===== src/rtl/smc_dtheta_est_pkg.sv =====
// Shared arithmetic/control constants for the SMC dtheta estimator.
// Contents: Q16.16 width, default control-tick divider, saturation limits,
// FSM state encoding and the 48-bit -> Q16.16 clamp helper.
package smc_dtheta_est_pkg;

  localparam int unsigned Q_W           = 32;
  localparam int unsigned MUL_W         = 48;
  localparam int unsigned CTRL_TICK_DIV = 5000;

  localparam logic [Q_W-1:0] SAT_MAX = 32'h7FFF_FFFF;
  localparam logic [Q_W-1:0] SAT_MIN = 32'h8000_0000;

  typedef enum logic [2:0] {
    ST_IDLE   = 3'd0,
    ST_SAMPLE = 3'd1,
    ST_SCALE  = 3'd2,
    ST_FILT   = 3'd3,
    ST_STROBE = 3'd4
  } state_e;

  // Clamp a signed 48-bit value into signed Q16.16. Bit 32 of the result is
  // the overflow flag; bits 31:0 are the clamped value. The value fits only
  // when bits 47:31 are all equal.
  function automatic logic [Q_W:0] sat_to_q(input logic [MUL_W-1:0] v);
    logic [Q_W:0] r;
    if (!v[MUL_W-1] && (|v[MUL_W-2:Q_W-1])) begin
      r = {1'b1, SAT_MAX};
    end else if (v[MUL_W-1] && !(&v[MUL_W-2:Q_W-1])) begin
      r = {1'b1, SAT_MIN};
    end else begin
      r = {1'b0, v[Q_W-1:0]};
    end
    return r;
  endfunction

endpackage


===== src/rtl/smc_dtheta_est_sat_round_shift.sv =====
// sat_round_shift: y = sat32(((a * b) >>> SHIFT) + c), 48-bit intermediate.
// Ports:
//   a_i  [A_W-1:0] signed multiplicand
//   b_i  [31:0]    unsigned multiplier (Q0.16 gain, or 1 for a pure shift)
//   c_i  [31:0]    signed addend applied after the shift
//   y_o  [31:0]    saturated signed result
//   ov_o           high when the result was clamped
module sat_round_shift
  import smc_dtheta_est_pkg::*;
#(
  parameter int unsigned A_W   = 16,
  parameter int unsigned SHIFT = 0
) (
  input  logic [A_W-1:0] a_i,
  input  logic [Q_W-1:0] b_i,
  input  logic [Q_W-1:0] c_i,
  output logic [Q_W-1:0] y_o,
  output logic           ov_o
);

  logic signed [MUL_W-1:0] a_ext_s;
  logic signed [MUL_W-1:0] b_ext_s;
  logic signed [MUL_W-1:0] prod_s;
  logic signed [MUL_W-1:0] shr_s;
  logic signed [MUL_W-1:0] sum_s;
  logic        [Q_W:0]     res_s;

  // Sign-extend a, zero-extend b, multiply, arithmetic-shift, add, clamp.
  always_comb begin
    a_ext_s = {{(MUL_W-A_W){a_i[A_W-1]}}, a_i};
    b_ext_s = {{(MUL_W-Q_W){1'b0}}, b_i};
    prod_s  = a_ext_s * b_ext_s;
    shr_s   = prod_s >>> SHIFT;
    sum_s   = shr_s + {{(MUL_W-Q_W){c_i[Q_W-1]}}, c_i};
    res_s   = sat_to_q(sum_s);
    y_o     = res_s[Q_W-1:0];
    ov_o    = res_s[Q_W];
  end

endmodule


===== src/rtl/smc_dtheta_est.sv =====
// smc_dtheta_est: control-tick generator, encoder finite-difference velocity,
// first-order IIR filter and start/done strobe sequencer feeding the SMC
// disturbance observer.
// Ports:
//   clk_i          system clock
//   rst_n          asynchronous active-low reset
//   stop_rst_i     synchronous clear (shared with the observer)
//   enable_i       run control ticks while high
//   enc_pos_i      raw encoder count, wraps modulo 2^ENC_W
//   dtheta_o       filtered velocity, signed Q16.16
//   start_o        observer input-latch strobe
//   done_o         observer state-latch strobe
//   busy_o         sequence in progress
//   sat_o          sticky saturation flag
module smc_dtheta_est
  import smc_dtheta_est_pkg::*;
#(
  parameter int unsigned CLK_DIV     = CTRL_TICK_DIV,
  parameter int unsigned ENC_W       = 16,
  parameter logic [31:0] VEL_GAIN    = 32'd4096,
  parameter int unsigned VEL_SHIFT   = 4,
  parameter int unsigned ALPHA_SHIFT = 2,
  parameter int unsigned SETTLE      = 16,
  parameter int unsigned STROBE_W    = 4
) (
  input  logic             clk_i,
  input  logic             rst_n,
  input  logic             stop_rst_i,
  input  logic             enable_i,
  input  logic [ENC_W-1:0] enc_pos_i,
  output logic [Q_W-1:0]   dtheta_o,
  output logic             start_o,
  output logic             done_o,
  output logic             busy_o,
  output logic             sat_o
);

  localparam int unsigned CNT_W   = $clog2(CLK_DIV);
  localparam int unsigned SEQ_LEN = SETTLE + STROBE_W;
  localparam int unsigned SC_W    = $clog2(SEQ_LEN + 1);

  localparam logic [CNT_W-1:0] CNT_LAST  = CNT_W'(CLK_DIV - 1);
  localparam logic [SC_W-1:0]  SC_LAST   = SC_W'(SEQ_LEN - 1);
  localparam logic [SC_W-1:0]  START_END = SC_W'(STROBE_W);
  localparam logic [SC_W-1:0]  DONE_BEG  = SC_W'(SETTLE);
  localparam logic [SC_W-1:0]  DONE_END  = SC_W'(SEQ_LEN);

  state_e           state_q, state_d;
  logic [CNT_W-1:0] cnt_q, cnt_d;
  logic [SC_W-1:0]  sc_q, sc_d;
  logic [ENC_W-1:0] pos_prev_q, pos_prev_d;
  logic [ENC_W-1:0] delta_q, delta_d;
  logic             first_q, first_d;
  logic [Q_W-1:0]   vraw_q, vraw_d;
  logic [Q_W-1:0]   y_q, y_d;
  logic             sat_q, sat_d;
  logic             start_q, start_d;
  logic             done_q, done_d;
  logic             busy_q, busy_d;

  logic             tick_s;
  logic [Q_W-1:0]   scale_y_s;
  logic             scale_ov_s;
  logic [Q_W:0]     diff_s;
  logic [Q_W-1:0]   filt_y_s;
  logic             filt_ov_s;

  // delta is an ENC_W-bit modular difference; sign extension inside the
  // multiplier turns the 0xFFFF -> 0x0000 wrap into +1.
  sat_round_shift #(
    .A_W   (ENC_W),
    .SHIFT (VEL_SHIFT)
  ) u_scale (
    .a_i  (delta_q),
    .b_i  (VEL_GAIN),
    .c_i  (32'd0),
    .y_o  (scale_y_s),
    .ov_o (scale_ov_s)
  );

  // IIR: y + ((v_raw - y) >>> ALPHA_SHIFT), difference kept in 33 bits.
  sat_round_shift #(
    .A_W   (Q_W + 1),
    .SHIFT (ALPHA_SHIFT)
  ) u_filt (
    .a_i  (diff_s),
    .b_i  (32'd1),
    .c_i  (y_q),
    .y_o  (filt_y_s),
    .ov_o (filt_ov_s)
  );

  // Control-tick counter: free-runs while enabled, parked at zero otherwise.
  always_comb begin
    diff_s = {vraw_q[Q_W-1], vraw_q} - {y_q[Q_W-1], y_q};
    tick_s = enable_i && (cnt_q == CNT_LAST);
    if (!enable_i) begin
      cnt_d = '0;
    end else if (cnt_q == CNT_LAST) begin
      cnt_d = '0;
    end else begin
      cnt_d = cnt_q + CNT_W'(1);
    end
  end

  // Next-state logic; ticks outside IDLE are dropped.
  always_comb begin
    state_d = state_q;
    sc_d    = sc_q;
    case (state_q)
      ST_IDLE: begin
        if (tick_s) begin
          state_d = ST_SAMPLE;
        end else begin
          state_d = ST_IDLE;
        end
      end
      ST_SAMPLE: state_d = ST_SCALE;
      ST_SCALE:  state_d = ST_FILT;
      ST_FILT: begin
        state_d = ST_STROBE;
        sc_d    = '0;
      end
      ST_STROBE: begin
        if (sc_q == SC_LAST) begin
          state_d = ST_IDLE;
          sc_d    = '0;
        end else begin
          sc_d = sc_q + SC_W'(1);
        end
      end
      default: begin
        state_d = ST_IDLE;
        sc_d    = '0;
      end
    endcase
  end

  // Datapath updates and registered strobe decode from the next state.
  always_comb begin
    pos_prev_d = pos_prev_q;
    delta_d    = delta_q;
    first_d    = first_q;
    vraw_d     = vraw_q;
    y_d        = y_q;
    sat_d      = sat_q;
    case (state_q)
      ST_SAMPLE: begin
        pos_prev_d = enc_pos_i;
        first_d    = 1'b0;
        if (first_q) begin
          delta_d = '0;
        end else begin
          delta_d = enc_pos_i - pos_prev_q;
        end
      end
      ST_SCALE: begin
        vraw_d = scale_y_s;
        sat_d  = sat_q | scale_ov_s;
      end
      ST_FILT: begin
        y_d   = filt_y_s;
        sat_d = sat_q | filt_ov_s;
      end
      default: begin
        sat_d = sat_q;
      end
    endcase
    start_d = (state_d == ST_STROBE) && (sc_d < START_END);
    done_d  = (state_d == ST_STROBE) && (sc_d >= DONE_BEG) && (sc_d < DONE_END);
    busy_d  = (state_d != ST_IDLE);
  end

  // State register; stop_rst overrides every transition, mid-sequence included.
  always_ff @(posedge clk_i or negedge rst_n) begin
    if (!rst_n) begin
      state_q    <= ST_IDLE;
      cnt_q      <= '0;
      sc_q       <= '0;
      pos_prev_q <= '0;
      delta_q    <= '0;
      first_q    <= 1'b1;
      vraw_q     <= '0;
      y_q        <= '0;
      sat_q      <= 1'b0;
      start_q    <= 1'b0;
      done_q     <= 1'b0;
      busy_q     <= 1'b0;
    end else if (stop_rst_i) begin
      state_q    <= ST_IDLE;
      cnt_q      <= '0;
      sc_q       <= '0;
      pos_prev_q <= '0;
      delta_q    <= '0;
      first_q    <= 1'b1;
      vraw_q     <= '0;
      y_q        <= '0;
      sat_q      <= 1'b0;
      start_q    <= 1'b0;
      done_q     <= 1'b0;
      busy_q     <= 1'b0;
    end else begin
      state_q    <= state_d;
      cnt_q      <= cnt_d;
      sc_q       <= sc_d;
      pos_prev_q <= pos_prev_d;
      delta_q    <= delta_d;
      first_q    <= first_d;
      vraw_q     <= vraw_d;
      y_q        <= y_d;
      sat_q      <= sat_d;
      start_q    <= start_d;
      done_q     <= done_d;
      busy_q     <= busy_d;
    end
  end

  assign dtheta_o = y_q;
  assign start_o  = start_q;
  assign done_o   = done_q;
  assign busy_o   = busy_q;
  assign sat_o    = sat_q;

endmodule


===== config.mk =====
export PLATFORM = sky130hd
export DESIGN_NAME = smc_dtheta_est
export DESIGN_NICKNAME = d
export VERILOG_FILES = /design/src/rtl/smc_dtheta_est_pkg.sv /design/src/rtl/smc_dtheta_est_sat_round_shift.sv /design/src/rtl/smc_dtheta_est.sv
export SDC_FILE = /design/constraint.sdc
export NUM_CORES = 1
export LEC_CHECK = 0
export CORE_ASPECT_RATIO = 0.9
export CORE_MARGIN = 4
export CORE_UTILIZATION = 60
export DETAILED_ROUTE_END_ITERATION = 8
export PLACE_DENSITY = 0.81
export SKIP_CTS_REPAIR_TIMING = 1
export SLEW_MARGIN = 20
export SYNTH_ARGS = -nofsm -noshare
export SYNTH_HDL_FRONTEND = slang
export SYNTH_SLANG_ARGS = --single-unit

===== constraint.sdc =====
create_clock -name clk_i -period 6.45 [get_ports clk_i]
set_clock_uncertainty 0.2 [all_clocks]
set_input_delay 1.29 -clock clk_i [delete_from_list [all_inputs] [get_ports clk_i]]
set_output_delay 1.29 -clock clk_i [all_outputs]
set_load 0.02 [all_outputs]

==> Word level (Yosys, flattened, before mapping) <==
Index checks and enable logic that the tools add are counted.
{ "classes": {"n_addsub": 5, "magnitude_cmp": 3, "n_eq_ne": 7, "mux": 28, "n_bitwise": 1, "n_reduce_logical": 16} }
{ "op_table": {"columns": ["cell", "count"], "rows": [
  ["$mux W32", 4],
  ["$mux W16", 5],
  ["$mux W33", 2],
  ["$mux W13", 3],
  ["$add A31 B32 Y33", 1],
  ["$sub A32 B32 Y33", 1],
  ["$reduce_and A16 Y1", 1],
  ["$reduce_or A16 Y1", 1],
  ["$sub A16 B16 Y16", 1],
  ["$pmux W3 S5", 1],
  ["$add A13 B1 Y13 const B", 1],
  ["$eq A13 B13 Y1 const B", 1],
  ["$mux W5", 2],
  ["$pmux W5 S2", 1],
  ["$mux W1", 8],
  ["$eq A3 B2 Y1 const B", 2],
  ["$eq A3 B3 Y1 const B", 2],
  ["$logic_and A1 B1 Y1", 6],
  ["$mux W3", 2],
  ["$reduce_bool A2 Y1", 3],
  ["$add A5 B1 Y5 const B", 1],
  ["$eq A5 B5 Y1 const B", 1],
  ["$ge A5 B5 Y1 const B", 1],
  ["$lt A5 B3 Y1 const B", 1],
  ["other kinds (7)", 8]
]} }
{ "totals": {"reg_bits": 122, "input_bits": 20, "output_inout_bits": 36, "wordCells": 72} }

==> Depth between registers and ports, before layout <==
Gate-level depths: netlist (run 1).
{ "depth": {"word_depth": 10, "mapped_depth": 24, "mapped_depth_nobuf": 23} }

==> Hierarchy <==
Synthesis (run 1) repeated with hierarchy kept, for this count alone.
{ "hier_totals": {"cells_unflattened": 7025, "hier_area_um2": 60177.7} }
{ "by_module_without_submodules": {"columns": ["module", "n_inst", "cells_each", "area_each_um2"], "rows": [
  ["sat_round_shift at u_filt", 1, 3749, 32580.0],
  ["sat_round_shift at u_scale", 1, 2469, 20039.2],
  ["smc_dtheta_est", 1, 807, 7558.5]
]} }

==> Worst setup path before layout (run 1) <==
Ideal clock, no wire load.
{ "synth_timing": {"kind": "reg-to-reg", "from": "register y_q[8], in the netlist dtheta_o[8]", "to": "register y_q[11], in the netlist dtheta_o[11]", "arrival_time_ns": 5.213, "required_ns": 6.146, "setup_slack_ns": 0.934, "stages_incl_launch_ff": 23, "path_cell_list": "dfrtp_1 inv_1 ha_1 or4b_2 or4_1 a21boi_0 o21a_1 o21a_1 o21ai_0 a22o_1 a21oi_1 ha_1 and2_1 and4_1 nand3_1 nor2_1 and3b_1 o211ai_2 a2bb2oi_4 or2_4 and2_1 buf_6 a221oi_1"} }
{ "synth_between": {"elab_chain_cells": 9} }
{ "synth_rtl": {"columns": ["element", "line_no", "source"], "rows": [
  ["start: declaration", "smc_dtheta_est.sv:55", "logic [Q_W-1:0] y_q, y_d;"],
  ["start signal: assignment", "smc_dtheta_est.sv:210", "y_q <= y_d;"],
  ["$sub A32 B32 Y33", "smc_dtheta_est.sv:95", "diff_s = {vraw_q[Q_W-1], vraw_q} - {y_q[Q_W-1], y_q};"],
  ["$add A31 B32 Y33 *", "smc_dtheta_est_sat_round_shift.sv:34", "sum_s = shr_s + {{(MUL_W-Q_W){c_i[Q_W-1]}}, c_i};"],
  ["$reduce_and A16 Y1", "smc_dtheta_est_pkg.sv:28", "end else if (v[MUL_W-1] && !(&v[MUL_W-2:Q_W-1])) begin"],
  ["$logic_not A1 Y1", "smc_dtheta_est_pkg.sv:28", null],
  ["$logic_and A1 B1 Y1", "smc_dtheta_est_pkg.sv:28", null],
  ["$mux W33", "smc_dtheta_est_pkg.sv:28", null],
  ["$mux W33 *", "smc_dtheta_est_pkg.sv:26", "if (!v[MUL_W-1] && (|v[MUL_W-2:Q_W-1])) begin"],
  ["$mux W32 *", "smc_dtheta_est.sv:147", "case (state_q)"],
  ["$mux W32 *", "smc_dtheta_est.sv:189", "end else if (stop_rst_i) begin"]
]} }
Every way passes the cells marked *; elsewhere a longest branch is shown, timed or not. The select of a mux whose other input is x is not followed.
A chain may end at the register's enable or synchronous reset.

==> Final worst setup path (run 1) <==
{ "layout_timing": {"from": "register y_q[8], in the netlist dtheta_o[8]", "to": "register y_q[24], in the netlist dtheta_o[24]"} }
The elaborated chain is that of the path after synthesis.

==> metrics.yaml, run 1 <==
cells_and_area:
  drive_above_1_share_pct: 6.41
  final_cell_mix: "dfrtp_1 (105), ha_1 (74), nand2_1 (69)"
  fin_nets: 1011
  fin_area_mm2: 0.00889
  n_antenna_cell: 0
  mostFrequentLayoutCell: "dfrtp_1"
  area_delta_synth_final_pct: 13.5
  fillCellCount: 999
pwr:
  p_leak_nw: 4.13
  power.density_mw_per_mm2: 146
  vdd_drop_max_mv: 0.192
sta:
  drv_slew: 0
  worstMarginPinSlew_ns: 1.04
  setup_viol: 0
  postLayoutSetupSlackWorst_ns: 0.412
  fmax_ghz: 0.166
  hold_viol: 0
  rsz0062_at_grt: "false"
  period_minus_slack_ns: 6.04
  fin_setup_tns_ns: 0
  period_share_pct: 93.6
  slew_headroom_pct: 30.2
clock_tree:
  cts_sinks: 106
  cts_buffer_depth: 2
  numCtsBuffers: 9
  clk_latency_ns: 0.35
  path_clk_slew_ns: 0.07
  cts_max_level: 3
  cts.root.buffer_cell: "clkbuf_16"
  cts_tree: "done"
route:
  vias_per_cell: 6.16
  via_count: 6682
  drt_iter0_drc: 458
  wl_per_cell_um: 17.6
  drc: 0
  dr.pass1.iters: 7
  wirelength_um: 19100
  antenna_left: 0
job:
  drv_cap: 0
floorplanning:
  die_h_um: 116
  fp-row-count: 39
  die_w_um: 128
  io_pins: 56
  start_util_pct: 61.5
  fp.coreArea_mm2: 0.0127
  die_area_mm2: 0.0149
yosys:
  synthesis.nets: 958
  avgSynthCellArea_um2: 9.07
  ys_async_sr_fraction_pct: 100
  synth_top_flop_cell: "dfrtp_1"
  synth-warning-count: 0
  syn_inst: 863
  synth_seq_cells: 106
  synth_enable_flop_cells: 0
  ys_seq_area_share_pct: 33.9
  syn_area_mm2: 0.00783
  yosysUniqueCellTypes: 72
placement:
  hpwl_um: 14500
  pre_cts_ws_ns: 0.383
  gp_congestion: 0.968
  io_buffers: 55
  placedInstanceArea_mm2: 0.00856
global_route:
  grt-ovfl-total: 0
  grt_pass1_wl_um: 31700
  grt_max_degree: 63
  first_global_vias: 6595
  antenna_found_initial: 0
  grt_usage_pct: 26.2
setup_path:
  crit_buf_inv: 2
  cp_max_fo: 11
  critical_path_class: "register to register"
  cp_top_family: "simple AND/OR/NAND/NOR gates"
  worst_ep_required_time_ns: 6.49
  crit_path_cell_trace: "inv_1, ha_1, or4b_2, or4_1, a21boi_0, buf_4, o21a_1, o21a_1, o21ai_0, a22o_1, a21oi_1, ha_1, and2_1, and4_1, nand3_1, nor2_1, and3b_1, o211ai_2, a2bb2oi_4, or2_4, and2_1, a221oi_1"
  startpoint_type: "register"
  cpMaxStageDelayCell: "or4b_2"
  critPathArrivalTime_ns: 6.08
  critPathMaxStageDelay_ns: 0.59
  end_kind: "register"
min_path:
  hold_path_class: "register to register"
outcome:
  status: "finished, final reports clean"
==> per-layer routing <==
layer	share of wire, %	up-vias	GRT usage, %	wire [µm]
met1	44	3185	34.1	8360
met3	5.9	31	4.44	1130
met2	48	225	44.6	9100
met5	0	-	0	0
li1	-	3241	-	-
met4	2.5	0	9.41	476
==> registers in the layout, summed over array words and instances (netlist names) <==
register,flops
busy_o,1
cnt_q,13
delta_q,16
done_o,1
dtheta_o,32
first_q,1
pos_prev_q,16
sat_o,1
sc_q,5
start_o,1
state_q,3
vraw_q,16
==> metrics by stage <==
stage / utilization (%) / std cells / total power, W / hold WS, ns
after floorplan: - / 863 / 0.000722 / 0.249
after global placement: 67.2 / 1066 / 0.000757 / 0.261
after detailed placement: 67.2 / 1066 / 0.000760 / 0.271
after CTS: 69.5 / 1081 / 0.00131 / 0.287
after global routing: 69.8 / 1084 / 0.00135 / 0.302
final: 69.8 / 1084 / 0.00130 / 0.284
==> synth_stat cells, types with 7 or more instances <==
cell type	number	share of area (%)
clkbuf_1	21	1.0
o21a_1	7	0.67
xor2_1	38	4.3
o21ai_0	41	2.6
nor2_1	66	3.2
o211ai_1	8	0.77
and2_1	9	0.72
a211oi_1	9	0.86
a21o_1	27	2.6
nand2_1	69	3.3
a221oi_1	10	1.1
o21bai_1	8	0.77
and3_1	7	0.56
xnor2_1	41	4.6
ha_1	74	12
nand2b_1	12	0.96
a221o_1	16	2.0
inv_1	58	2.8
nand4_1	7	0.56
nor3_1	12	0.77
a21oi_1	59	3.8
a22o_1	36	4.0
nand3_1	20	1.3
nor2b_1	15	1.2
a31oi_1	10	0.80
dfrtp_1	105	34
==> area by class of cell <==
cell class | instances | area (µm²) | area share (%)
Clock buffer | 10 | 229 | 2.58
Clock inverter | 5 | 62.6 | 0.704
Inverter | 58 | 218 | 2.45
Multi-Input combinational cell | 670 | 4840 | 54.4
Sequential cell | 106 | 2650 | 29.9
Tap cell | 164 | 205 | 2.31
Timing Repair Buffer | 71 | 681 | 7.66
==> kinds of logic after synthesis <==
group,after synthesis,share of synthesized area (%)
adder cells (fa/ha/maj),77,12.3
AND/OR/NAND/NOR,247,15.8
multiplexers,3,0.384
AO/OA/AOI/OAI,264,24.3
XOR/XNOR,79,8.84
flip-flops,106,33.9
buffers and inverters,87,4.51
==> worst register-to-register path: cells and delay by family (launching register included) <==
kind                       cells  cell delay [ns]
and+or+nand+nor                9             2.91
AOI/OAI and AO/OA              9             1.66
adders and majority gates      2             0.56
DFF                            1             0.37
buffers and inverters          2             0.23
==> path summary, 6_finish.rpt <==
check,startpoint,to,cells after the start,slack (ns)
worst max-delay path,dtheta_o[8]$_DFFE_PN0P_,dtheta_o[24]$_DFFE_PN0P_,22,0.41
worst max register to register,dtheta_o[8]$_DFFE_PN0P_,dtheta_o[24]$_DFFE_PN0P_,22,0.41
max in group asynchronous,rst_n,state_q[1]$_DFF_PN0_,2,4.09
min in group asynchronous,rst_n,done_o$_DFF_PN0_,1,0.75
worst min-delay path,delta_q[7]$_DFFE_PN0P_,delta_q[7]$_DFFE_PN0P_,2,0.28
worst min register to register,delta_q[7]$_DFFE_PN0P_,delta_q[7]$_DFFE_PN0P_,2,0.28
==> power by group <==
| group | internal, W | switching, W |
|---|---|---|
| registers | 0.000665 | 0.00000111 |
| logic | 0.0000311 | 0.0000497 |
| clock network | 0.000302 | 0.000249 |
| total | 0.000998 | 0.000299 |
(Power assumes the default switching activity.)
==> run 2, diff against run 1 <==
Settings changed: SKIP_CTS_REPAIR_TIMING 1 to not set.
==> results of run 2 <==
The final DEF is identical to that of run 1; final timing and power are the same.
==> run 3, diff against run 2 <==
Settings changed: CORE_ASPECT_RATIO 0.9 to not set, CTS_CLUSTER_SIZE set to 14.
==> run 3 against run 2 <==
Effect of this change: flip-flop and latch count unchanged; via count up 0.52%; largest cell class unchanged; combinational power down 1%; clock power about the same; critical path type unchanged; die area about the same; fmax up 0.34%; count of clock-buffer cells in the layout down 1; routed wire length down 2.3%.
==> metrics.yaml, run 3 (synthesis results as in run 1) <==
outcome:
  status: "finished, final reports clean"  # unchanged
sta:
  drv_slew: 0  # unchanged
  period_share_pct: 93.3  # was 93.6%
  period_minus_slack_ns: 6.02  # was 6.04 ns
  worstMarginPinSlew_ns: 0.904  # was 1.04 ns
  rsz0062_at_grt: "false"  # unchanged
  fin_setup_tns_ns: 0  # unchanged
  slew_headroom_pct: 38.8  # was 30.2%
  hold_viol: 0  # unchanged
  setup_viol: 0  # unchanged
  fin_hold_ws_ns: 0.295  # was 0.284 ns
  fmax_ghz: 0.166  # about the same
cells_and_area:
  final_cell_mix: "dfrtp_1 (105), ha_1 (74), nand2_1 (69)"  # unchanged
  largest_reg_flops: 32  # unchanged
  area_delta_synth_final_pct: 13.1  # was 13.5%
  mostFrequentLayoutCell: "dfrtp_1"  # unchanged
  n_antenna_cell: 0  # unchanged
  fin_nets: 1002  # was 1011
  drive_above_1_share_pct: 6.03  # was 6.41%
pwr:
  fin_total_pwr_w: 0.00130  # about the same
  p_comb_share_pct: 6.2  # about the same
  p_switching_w: 0.000330  # was 0.000299 W
  power.density_mw_per_mm2: 147  # was 146 mW/mm²
  sw_frac_of_total_pct: 25.4  # was 23.1%
  p_clk_share_pct: 42.6  # was 42.4%
  p_leak_nw: 4.09  # was 4.13 nW
  power.internal_w: 0.000969  # was 0.000998 W
  vdd_drop_max_mv: 0.159  # was 0.192 mV
  seq_power_share_pct: 51.3  # was 51.4%
route:
  antenna_left: 0  # unchanged
  wl_per_cell_um: 17.2  # was 17.6 µm
  dr.pass1.iters: 5  # was 7
  wirelength_um: 18600  # was 19100 µm
  drc: 0  # unchanged
  vias_per_cell: 6.20  # was 6.16
  drt_iter0_drc: 458  # unchanged
  via_count: 6717  # was 6682
placement:
  gp_congestion: 0.914  # was 0.968
  hpwl_um: 13900  # was 14500 µm
  io_buffers: 55  # unchanged
clock_tree:
  cts_tree: "done"  # unchanged
  cts_buffer_depth: 2  # unchanged
  clk_latency_ns: 0.35  # about the same
  cts_hold_buffers: 0  # unchanged
  cts.root.buffer_cell: "clkbuf_16"  # unchanged
  cts_sinks: 106  # unchanged
  path_clk_slew_ns: 0.08  # was 0.07 ns
  cts_max_level: 3  # unchanged
  numCtsBuffers: 9  # unchanged
min_path:
  holdPathStages: 2  # unchanged
  min_to: "delta_q[9]$_DFFE_PN0P_"  # was delta_q[7]$_DFFE_PN0P_
  hp-start: "delta_q[9]$_DFFE_PN0P_"  # was delta_q[7]$_DFFE_PN0P_
  hold_path_class: "register to register"  # unchanged
setup_path:
  reg2reg_depth: 20  # was 22
  startpoint_type: "register"  # unchanged
  worst_ep_required_time_ns: 6.50  # was 6.49 ns
  cpMaxStageDelayCell: "or4b_2"  # unchanged
  crit_top_cell: "a21o_1"
  critPathArrivalTime_ns: 6.06  # was 6.08 ns
  cp_max_fo: 11  # unchanged
  critical_path_class: "register to register"  # unchanged
  cp-startpoint: "dtheta_o[8]$_DFFE_PN0P_"  # unchanged
  r2r-end: "dtheta_o[25]$_DFFE_PN0P_"  # was dtheta_o[24]$_DFFE_PN0P_
  crit_path_cell_trace: "inv_1, ha_1, or4b_2, or4_1, a21o_1, a311oi_2, a211o_1, a21o_1, a21o_1, xor2_1, ha_1, and3_1, and2_1, a21boi_0, a31oi_1, mux2i_1, nand4_2, or2_4, and2_2, a221oi_1"  # was inv_1, ha_1, or4b_2, or4_1, a21boi_0, buf_4, o21a_1, o21a_1, o21ai_0, a22o_1, a21oi_1, ha_1, and2_1, and4_1, nand3_1, nor2_1, and3b_1, o211ai_2, a2bb2oi_4, or2_4, and2_1, a221oi_1
  cp_top_family: "simple AND/OR/NAND/NOR gates"  # unchanged
  reg2reg_slack_ns: 0.43  # was 0.41 ns
  crit_buf_inv: 1  # was 2
  end_kind: "register"  # unchanged
  worstReg2RegStart: "dtheta_o[8]$_DFFE_PN0P_"  # unchanged
  critPathMaxStageDelay_ns: 0.58  # was 0.59 ns
floorplanning:
  start_util_pct: 61.5  # about the same
  io_pins: 56  # unchanged
  die_w_um: 122  # was 128 µm
  fp-row-count: 41  # was 39
  fp.coreArea_mm2: 0.0127  # about the same
  die_area_mm2: 0.0149  # about the same
  die_h_um: 122  # was 116 µm
global_route:
  first_global_vias: 6660  # was 6595
  grt_max_degree: 63  # unchanged
  grt_usage_pct: 25.3  # was 26.2%
  antenna_found_initial: 0  # unchanged
  grt-ovfl-total: 0  # unchanged
  grt_pass1_wl_um: 30900  # was 31700 µm
job:
  drv_cap: 0  # unchanged
run 3: worst min-delay path, delay by kind of cell, from the launching register on:
kind / cells / cell delay (ns)
compound gates: 1 / 0.06
flops: 1 / 0.35
simple gates: 1 / 0.05
run 3: stage by stage:
step / instances / area, µm² / setup WS [ns] / util, %
after global routing: 1084 / 8850 / 0.0372 / 69.6
after detailed placement: 1067 / 8510 / 0.240 / 66.9
after CTS: 1083 / 8810 / 0.160 / 69.2
after global placement: 1067 / 8510 / 0.423 / 66.9
after floorplan: 863 / 7830 / 0.934 / -
final: 1084 / 8850 / 0.432 / 69.6
run 3: how the worst max path moves through the flow:
| stage | cells after the start | to |
|---|---|---|
| floorplan | 22 | dtheta_o[11]$_DFFE_PN0P_ |
| global route | 22 | dtheta_o[11]$_DFFE_PN0P_ |
| CTS | 22 | dtheta_o[14]$_DFFE_PN0P_ |
| finish | 20 | dtheta_o[25]$_DFFE_PN0P_ |
| detailed placement | 22 | dtheta_o[20]$_DFFE_PN0P_ |
| global placement | 22 | dtheta_o[15]$_DFFE_PN0P_ |
run 3: layout make-up:
type                    instances  area [µm²]
fillers                      1013        3870
clock buffers                   9         225
repair buffers                 62         613
well taps                     172         215
inverters                      58         218
multi-input cells             670        4860
flip-flops and latches        106        2650
clock inverters                 7        71.3
run 3: power groups by stage:
stage	sequential [W]	clock, W	combinational, W
finish	0.000666	0.000553	0.0000800
global route	0.000666	0.000593	0.0000897
CTS	0.000666	0.000563	0.0000798
detailed placement	0.000679	0	0.0000792
global placement	0.000679	0	0.0000762
floorplan	0.000679	0	0.0000425
run 3: per-layer routing:
metal  vias up  share of wire (%)  routed length, µm  track usage, %
met5         -                  0                  0               0
met4         0                2.5                457            8.40
met3        40                5.8               1070            4.33
met2       223                 50               9370            45.0
met1      3216                 41               7720            31.2
li1       3238                  -                  -               -
run 3: repair_timing:
item	CTS	global route
buffers inserted	0	1
resized for setup	0	4
setup endpoints to repair	0	28
